==> config.mk <==
export PLATFORM = sky130hd
export DESIGN_NAME = button_conditioner
export DESIGN_NICKNAME = d
export VERILOG_FILES = /design/src/rtl/button_conditioner.sv
export SDC_FILE = /design/constraint.sdc
export NUM_CORES = 1
export LEC_CHECK = 0
export ABC_AREA = 0
export CAP_MARGIN = 20
export CORE_MARGIN = 1
export CORE_UTILIZATION = 40
export DETAILED_ROUTE_END_ITERATION = 7
export PLACE_DENSITY = 0.62
export SLEW_MARGIN = 20
export SYNTH_ARGS = -nofsm -noshare
export SYNTH_HDL_FRONTEND = slang
export SYNTH_SLANG_ARGS = --single-unit
==> constraint.sdc <==
create_clock -name i_CLK -period 6.54 [get_ports i_CLK]
set_input_delay 1.308 -clock i_CLK [delete_from_list [all_inputs] [get_ports i_CLK]]
set_output_delay 1.308 -clock i_CLK [all_outputs]
set_load 0.02 [all_outputs]
==> src/rtl/button_conditioner.sv <==
// button_conditioner
//   Turns two raw, bouncy, active-low push-buttons into clean press events.
//   Each button is synchronised, debounced and then run through a small FSM:
//     - one event per press
//     - auto-repeat events while the button stays held
//   Pressing both buttons together locks out all events until both are released.
//
// Ports
//   i_CLK        system clock
//   i_RST        asynchronous active-low reset
//   i_btn_inc    raw increment button, active-low, asynchronous to i_CLK
//   i_btn_dec    raw decrement button, active-low, asynchronous to i_CLK
//   o_inc_btn    active-low 1-cycle inc event, idle 1
//   o_dec_btn    active-low 1-cycle dec event, idle 1
//   o_inc_pulse  active-high copy of the inc event
//   o_dec_pulse  active-high copy of the dec event
//   o_inc_held   high while inc is auto-repeating
//   o_dec_held   high while dec is auto-repeating
//   o_lockout    high while the both-pressed lockout is active
module button_conditioner #(
    parameter int unsigned DEBOUNCE_CYC = 500000,
    parameter int unsigned HOLD_CYC     = 25000000,
    parameter int unsigned REPEAT_CYC   = 5000000,
    parameter int unsigned CNT_BITS     = 25
) (
    input  logic i_CLK,
    input  logic i_RST,
    input  logic i_btn_inc,
    input  logic i_btn_dec,
    output logic o_inc_btn,
    output logic o_dec_btn,
    output logic o_inc_pulse,
    output logic o_dec_pulse,
    output logic o_inc_held,
    output logic o_dec_held,
    output logic o_lockout
);

    typedef enum logic [1:0] {
        S_IDLE,
        S_WAIT,
        S_REPEAT
    } state_t;

    localparam logic [CNT_BITS-1:0] DEB_LAST  = CNT_BITS'(DEBOUNCE_CYC - 1);
    localparam logic [CNT_BITS-1:0] HOLD_LAST = CNT_BITS'(HOLD_CYC - 1);
    localparam logic [CNT_BITS-1:0] REP_LAST  = CNT_BITS'(REPEAT_CYC - 1);

    // Index 0 = inc, index 1 = dec throughout.
    logic [1:0]          raw;
    logic [1:0]          sync1, sync2;     // raw polarity (0 = pressed)
    logic [1:0]          deb_q, deb_d;     // 1 = pressed
    logic [CNT_BITS-1:0] deb_cnt_q [2];
    logic [CNT_BITS-1:0] deb_cnt_d [2];
    logic                lock_q, lock_d, lock_any;
    state_t              state_q [2];
    state_t              state_d [2];
    logic [CNT_BITS-1:0] tmr_q [2];
    logic [CNT_BITS-1:0] tmr_d [2];
    logic [1:0]          fire;
    logic [1:0]          pulse_q, pulse_d;
    logic [1:0]          held_q, held_d;

    assign raw = {i_btn_dec, i_btn_inc};

    // State register: synchroniser, debouncer, lockout and both FSMs.
    always_ff @(posedge i_CLK or negedge i_RST) begin
        if (!i_RST) begin
            sync1   <= '1;
            sync2   <= '1;
            deb_q   <= '0;
            lock_q  <= 1'b0;
            pulse_q <= '0;
            held_q  <= '0;
            for (int unsigned i = 0; i < 2; i++) begin
                deb_cnt_q[i] <= '0;
                state_q[i]   <= S_IDLE;
                tmr_q[i]     <= '0;
            end
        end else begin
            sync1   <= raw;
            sync2   <= sync1;
            deb_q   <= deb_d;
            lock_q  <= lock_d;
            pulse_q <= pulse_d;
            held_q  <= held_d;
            for (int unsigned i = 0; i < 2; i++) begin
                deb_cnt_q[i] <= deb_cnt_d[i];
                state_q[i]   <= state_d[i];
                tmr_q[i]     <= tmr_d[i];
            end
        end
    end

    // Debounce and lockout next state.
    always_comb begin
        for (int unsigned i = 0; i < 2; i++) begin
            deb_d[i]     = deb_q[i];
            deb_cnt_d[i] = '0;
            // sync2 is active-low, deb is active-high: equal means they disagree.
            if (sync2[i] == deb_q[i]) begin
                if (deb_cnt_q[i] == DEB_LAST) begin
                    deb_d[i] = ~deb_q[i];
                end else begin
                    deb_cnt_d[i] = deb_cnt_q[i] + 1'b1;
                end
            end
        end
        // Lockout follows the debounced levels being written this edge, so it
        // rises together with the second press and drops with the last release.
        lock_d = lock_q;
        if (&deb_d) begin
            lock_d = 1'b1;
        end else if (~|deb_d) begin
            lock_d = 1'b0;
        end
    end

    assign lock_any = lock_q | lock_d;

    // Per-button FSM next state; release takes priority over a due repeat.
    always_comb begin
        for (int unsigned i = 0; i < 2; i++) begin
            state_d[i] = state_q[i];
            tmr_d[i]   = tmr_q[i];
            fire[i]    = 1'b0;
            if (lock_any) begin
                state_d[i] = S_IDLE;
                tmr_d[i]   = '0;
            end else begin
                unique case (state_q[i])
                    S_IDLE: begin
                        if (deb_q[i]) begin
                            fire[i]    = 1'b1;
                            state_d[i] = S_WAIT;
                            tmr_d[i]   = '0;
                        end
                    end
                    S_WAIT: begin
                        if (!deb_q[i]) begin
                            state_d[i] = S_IDLE;
                            tmr_d[i]   = '0;
                        end else if (tmr_q[i] == HOLD_LAST) begin
                            fire[i]    = 1'b1;
                            state_d[i] = S_REPEAT;
                            tmr_d[i]   = '0;
                        end else begin
                            tmr_d[i] = tmr_q[i] + 1'b1;
                        end
                    end
                    S_REPEAT: begin
                        if (!deb_q[i]) begin
                            state_d[i] = S_IDLE;
                            tmr_d[i]   = '0;
                        end else if (tmr_q[i] == REP_LAST) begin
                            fire[i]  = 1'b1;
                            tmr_d[i] = '0;
                        end else begin
                            tmr_d[i] = tmr_q[i] + 1'b1;
                        end
                    end
                    default: begin
                        state_d[i] = S_IDLE;
                        tmr_d[i]   = '0;
                    end
                endcase
            end
        end
    end

    // Output next values (registered in the state register block).
    always_comb begin
        pulse_d = '0;
        held_d  = '0;
        for (int unsigned i = 0; i < 2; i++) begin
            pulse_d[i] = fire[i];
            held_d[i]  = (state_d[i] == S_REPEAT);
        end
    end

    assign o_inc_btn   = ~pulse_q[0];
    assign o_dec_btn   = ~pulse_q[1];
    assign o_inc_pulse = pulse_q[0];
    assign o_dec_pulse = pulse_q[1];
    assign o_inc_held  = held_q[0];
    assign o_dec_held  = held_q[1];
    assign o_lockout   = lock_q;

endmodule

Word level (Yosys, flattened, before mapping)
Index checks and enable logic that the tools add are counted.
{ "totals": {"ff_bits": 115, "inputBits": 4, "output_inout_bits": 7, "elab_cells": 91} }
{ "op_classes": {"addsub": 4, "n_eq_ne": 16, "muxes": 50, "n_bitwise": 5, "n_reduce_logical": 4} }
{ "ops": {"columns": ["cell", "count"], "rows": [
  ["$mux 25", 16],
  ["$pmux 25 s3", 2],
  ["$add 25x1->25 const B", 4],
  ["$eq 25x19->1 const B", 2],
  ["$eq 25x23->1 const B", 2],
  ["$eq 25x25->1 const B", 2],
  ["$mux 2", 10],
  ["$mux 1", 18],
  ["$pmux 2 s3", 2],
  ["$eq 2x2->1 const B", 4],
  ["$ne 3x3->1 const B", 2],
  ["$pmux 1 s3", 2],
  ["$eq 2x1->1 const B", 2],
  ["$logic_not 2->1", 2],
  ["$not 1->1", 4],
  ["$eq 1x1->1", 2],
  ["$reduce_and 2->1", 1],
  ["$reduce_or 2->1", 1],
  ["$or 1x1->1", 1]
]} }

Logic depth before layout (Yosys ltp)
{ "depth": {"ltp_word": 9, "depth_mapped": 9, "ltp_nobuf": 8} }

Worst setup path before layout
OpenSTA, ideal clock, no wires.
{ "synth_timing": {"kind": "register to register", "start": "reg tmr_q[40] in the netlist's numbering", "end": "reg tmr_q[30] in the netlist's numbering", "setup_ns": 0.126, "arrival_ns": 2.307, "t_required_ns": 6.414, "path_slack_ns": 4.107, "stages_incl_launch_ff": 9, "n_path_buf": 2, "synth_period_minus_slack_ns": 2.433, "path_cell_list": "dfrtp_1 -> buf_2 -> or4b_4 -> nor4_4 -> a21boi_2 -> o211ai_2 -> nor2_1 -> buf_2 -> a221o_1"} }
{ "synth_via": {"elab_chain_cells": 5, "word_cells_on_any_way": 8, "cone_classes": "eq/ne (2); mux (6)"} }
{ "synth_rtl": {"columns": ["item", "line_no", "source"], "rows": [
  ["from (decl)", "58", "logic [CNT_BITS-1:0] tmr_q [2];"],
  ["from (signal, indexed assignment)", "90", "tmr_q[i] <= tmr_d[i];"],
  ["$eq 25x23->1 / $eq 25x25->1 (equally long branches)", "155, 143", null],
  ["$mux 25 (on tied branches)", "155, 143", null],
  ["$mux 25 (on tied branches)", "152, 140", null],
  ["$pmux 25 s3 *", "131", "unique case (state_q[i])"],
  ["$mux 25 *", "127", "if (lock_any) begin"]
]} }
Mark *: on every way between the ends. The rest lies on a longest branch, timed or not.
A chain may end at the register's enable or synchronous reset.

Worst setup path in the final report
{ "layout_timing": {"start": "reg tmr_q[40] in the netlist's numbering", "end": "reg tmr_q[32] in the netlist's numbering"} }
Same word-level chain as after synthesis.

==> summary.log <==
[die] initial standard-cell utilization of the core 41.3%
[sta] worst rel slew slack 28.5%
[power_and_ir_drop] internal power 0.00120 W
[yosys] Post-synth top flop sky130_fd_sc_hd__dfrtp_1
[yosys] YS warnings 0
[place] placer congestion estimate 0.822
[flow_run] MaxCap Viol Count 0
[clock_network] number of instances resized during post-cts repair 0
[sta] Final setup violation count 0
[yosys] post-synthesis share of cell area spent on full adders, half adders and majority gates 2.37%
[global_routing] first-pass GRT wire length 24400 um
[power_and_ir_drop] switching portion of total power 21.4%
[die] FP Rows 45
[yosys] nets in the synthesized netlist 690
[clock_network] CTS HTree Levels 4
[global_routing] Tot GR Track Use 18.6%
[finish] post-route non-filler standard cell count 904
[power_and_ir_drop] part of the power in the clock network 50.9%
[yosys] fraction of the yosys area taken by sequential cells 45.4%
[clock_network] number of buffers created by CTS 17
[yosys] mux cell area share after synthesis 0.335%
[yosys] area fraction in and, or, nand and nor cells after synthesis 28.6%
[clock_network] number of sinks on the clock net 115
[global_routing] grt ovf 0
[finish] area overhead of the layout relative to synthesis 12.4%
[yosys] Post-Syn Area per Cell 9.42 um^2
[place] post-detailed-placement half-perimeter wirelength 9080 um
[yosys] cell area after technology mapping 6350 um^2
[drt] Wirelength per Cell 15.3 um
[clock_network] Setup Buffers After CTS 0
[drt] number of remaining DRC errors 0
[die] die width 128 um
[drt] via count 5130
[power_and_ir_drop] Comb pwr share 1.9%
[global_routing] vias in the first global route 5203
[worst_setup_path] data required time at the worst endpoint 6830 ps
[clock_network] clock slew seen by the registers of the worst setup and hold paths 50 ps
[sta] Tightest Pin Transition 1070 ps
[yosys] number of enable-type register cells in the synthesized netlist 0
[power_and_ir_drop] total power divided by cell area 214 nW/um^2
[yosys] biggest area contributors in the synthesized netlist sky130_fd_sc_hd__dfrtp_1 44%, sky130_fd_sc_hd__nor2_1 5.6%, sky130_fd_sc_hd__xor2_1 5.5%
[sta] number of endpoints with negative hold slack in the final report 0
[sta] worst path setup slack after routing 2910 ps
[die] die span in y 128 um
[power_and_ir_drop] switching power total 0.000328 W
[worst_setup_path] Critical Path Source Type register
[worst_setup_path] kind of cell with the highest combined delay on the critical path simple AND/OR/NAND/NOR gates
[yosys] post-synthesis async set-or-reset flop share 100%
[die] io pins 11
[global_routing] initial antenna violation count 0
[clock_network] clock insertion delay at the later pin of the skew report 410 ps
[clock_network] number of buffers on the longest clock path 2
[power_and_ir_drop] largest vdd supply drop 0.168 mV
[yosys] share of the synthesized netlist area taken by xor and xnor gates 7.87%
[drt] remaining antenna violation count 0
[worst_setup_path] CP Class reg -> reg
[power_and_ir_drop] share of power burned in registers 47.2%
[worst_setup_path] library cell contributing the largest single delay on the critical path sky130_fd_sc_hd__o211ai_2
[die] die area 16400 um^2
[clock_network] number of buffers added to fix hold violations after cts 0
[yosys] synthesized instance count 674
[yosys] #FFs+latches synth 115
[worst_setup_path] chain of cells forming the critical path or4b_4 -> nor4_4 -> a21boi_2 -> o211ai_2 -> nor2_1 -> buf_4 -> a221o_1
[finish] number of antenna diodes 0
[yosys] complex-gate fraction of the synthesized area 12.0%
[sta] max frequency 275 MHz
[yosys] library cell with the largest summed area after synthesis sky130_fd_sc_hd__dfrtp_1
[drt] vias per cell 5.67
[worst_hold_path] Hold WC Path Type reg -> reg
[sta] worst setup skew after layout 8.20 ps
[drt] TritonRoute pass-1 iters 5
[drt] wire length reported by the detailed router 13900 um
[place] number of input and output port buffers inserted 10
[sta] post-route minimum period 3630 ps
[worst_setup_path] arrival time worst endpoint 3920 ps
[worst_setup_path] delay contributed by the slowest stage of the critical path 870 ps
[sta] RSZ-0062 raised after global routing no
[yosys] largest family of logic cells by synthesized area simple AND/OR/NAND/NOR gates
[worst_setup_path] highest net fanout along the worst path 24
[yosys] Cell variety after synth 56
[run_status] result of the run complete, no violations
[finish] Finished Core Util 46.4%
[finish] layout net count 696
[sta] sum of negative setup slack 0 ps
[yosys] top-area cell type share of the netlist area 43.8%
[power_and_ir_drop] leakage power summed over all cells 2.93 nW
[die] area inside the core boundary 15400 um^2
[finish] share of final-layout standard cells stronger than drive strength 1 7.65%
[place] Placed Cells incl. Taps 872
[drt] DRC violation total after the first TritonRoute iteration 393
[sta] final max-slew violation count 0
[clock_network] TritonCTS clock tree built
[worst_setup_path] nature of the critical path endpoint register
[global_routing] maximum number of pins on one net before global-route repair 67
[sta] fin crit share 55.5%
[place] worst setup timing slack at the placement stage 2920 ps
[worst_setup_path] combined buffer and inverter count along the critical path 1
[clock_network] CTS Root Cell sky130_fd_sc_hd__clkbuf_16
## cells in the final DEF, fill, tap and decap left out, types with 7 or more instances in the layout
master,n
sky130_fd_sc_hd__clkbuf_1,7
sky130_fd_sc_hd__and2_1,11
sky130_fd_sc_hd__and3_1,17
sky130_fd_sc_hd__clkinv_2,8
sky130_fd_sc_hd__dfrtp_1,111
sky130_fd_sc_hd__clkdlybuf4s50_1,9
sky130_fd_sc_hd__o21ai_0,10
sky130_fd_sc_hd__inv_1,23
sky130_fd_sc_hd__nand2_1,49
sky130_fd_sc_hd__a22o_1,9
sky130_fd_sc_hd__nor4_1,20
sky130_fd_sc_hd__clkbuf_16,17
sky130_fd_sc_hd__xnor2_1,17
sky130_fd_sc_hd__nor3_1,42
sky130_fd_sc_hd__nand3_1,43
sky130_fd_sc_hd__nor4b_1,8
sky130_fd_sc_hd__nand4_1,29
sky130_fd_sc_hd__xor2_1,40
sky130_fd_sc_hd__buf_4,7
sky130_fd_sc_hd__ha_1,12
sky130_fd_sc_hd__nor2_1,95
sky130_fd_sc_hd__a221o_1,34
## layout make-up
class,instances,area (um^2)
clock buffers,24,452
well taps,211,264
fillers,1455,8240
repair buffers,16,143
flip-flops and latches,115,2880
inverters,23,86.3
multi-input cells,507,3260
clock inverters,8,40.0
## layer usage
metal | share of wire, % | vias to the layer above | global-route usage [%] | wire length, um
met3 | 3.3 | 20 | 4.72 | 454
met1 | 48 | 2553 | 24.2 | 6630
met2 | 47 | 77 | 29.6 | 6580
li1 | - | 2480 | - | -
met4 | 1.4 | 0 | 7.13 | 201
met5 | 0 | - | 0 | 0
## sequential cells by signal, summed over array words and instances (netlist names)
register and count:
held_q 2, o_lockout 1, tmr_q 50, deb_q 2, state_q 4, sync1 2
pulse_q 2, deb_cnt_q 50, sync2 2
## synthesized netlist by cell type (all sizes together), types with 10 or more instances
library cell and count:
dfrtp 111, nor2 95, nand2 49, nand3 43, nor3 42, xor2 40
a221o 34, nand4 29, inv 23, nor4 22, and3 17, buf 17
xnor2 17, clkbuf 12, ha 12, and2 11, o21ai 11, nor4b 10
## per-stage QoR
stage	power (W)	cell area [um^2]	hold WS, ps
4_1_cts	0.00155	7130	360
5_1_grt	0.00159	7130	360
3_3_place_gp	0.000762	6640	350
6_report	0.00153	7130	356
3_5_place_dp	0.000763	6640	350
2_1_floorplan	0.000743	6350	345
## worst paths after layout
path                                  to  startpoint  slack, ps  cells after the start
max                            tmr_q[32]   tmr_q[40]       2910                      7
min                             sync2[1]    sync1[1]        360                      0
max reg2reg                    tmr_q[32]   tmr_q[40]       2910                      7
min reg2reg                     sync2[1]    sync1[1]        360                      0
max in group asynchronous      tmr_q[33]       i_RST       4350                      2
min in group asynchronous  deb_cnt_q[10]       i_RST        910                      1
## power groups by stage
stage	Combinational [W]	Sequential, W	Clock [W]
floorplan	0.00000997	0.000733	0
global route	0.0000335	0.000722	0.000832
finish	0.0000284	0.000722	0.000778
global placement	0.0000287	0.000733	0
CTS	0.0000298	0.000722	0.000803
detailed placement	0.0000297	0.000734	0
## cells by family after synthesis
group | after synthesis
compound gates | 88
xor+xnor | 57
fa+ha+maj | 12
buf+inv | 52
flops | 115
mux | 2
simple gates | 348
No activity file was read; power rests on OpenSTA's default activity.
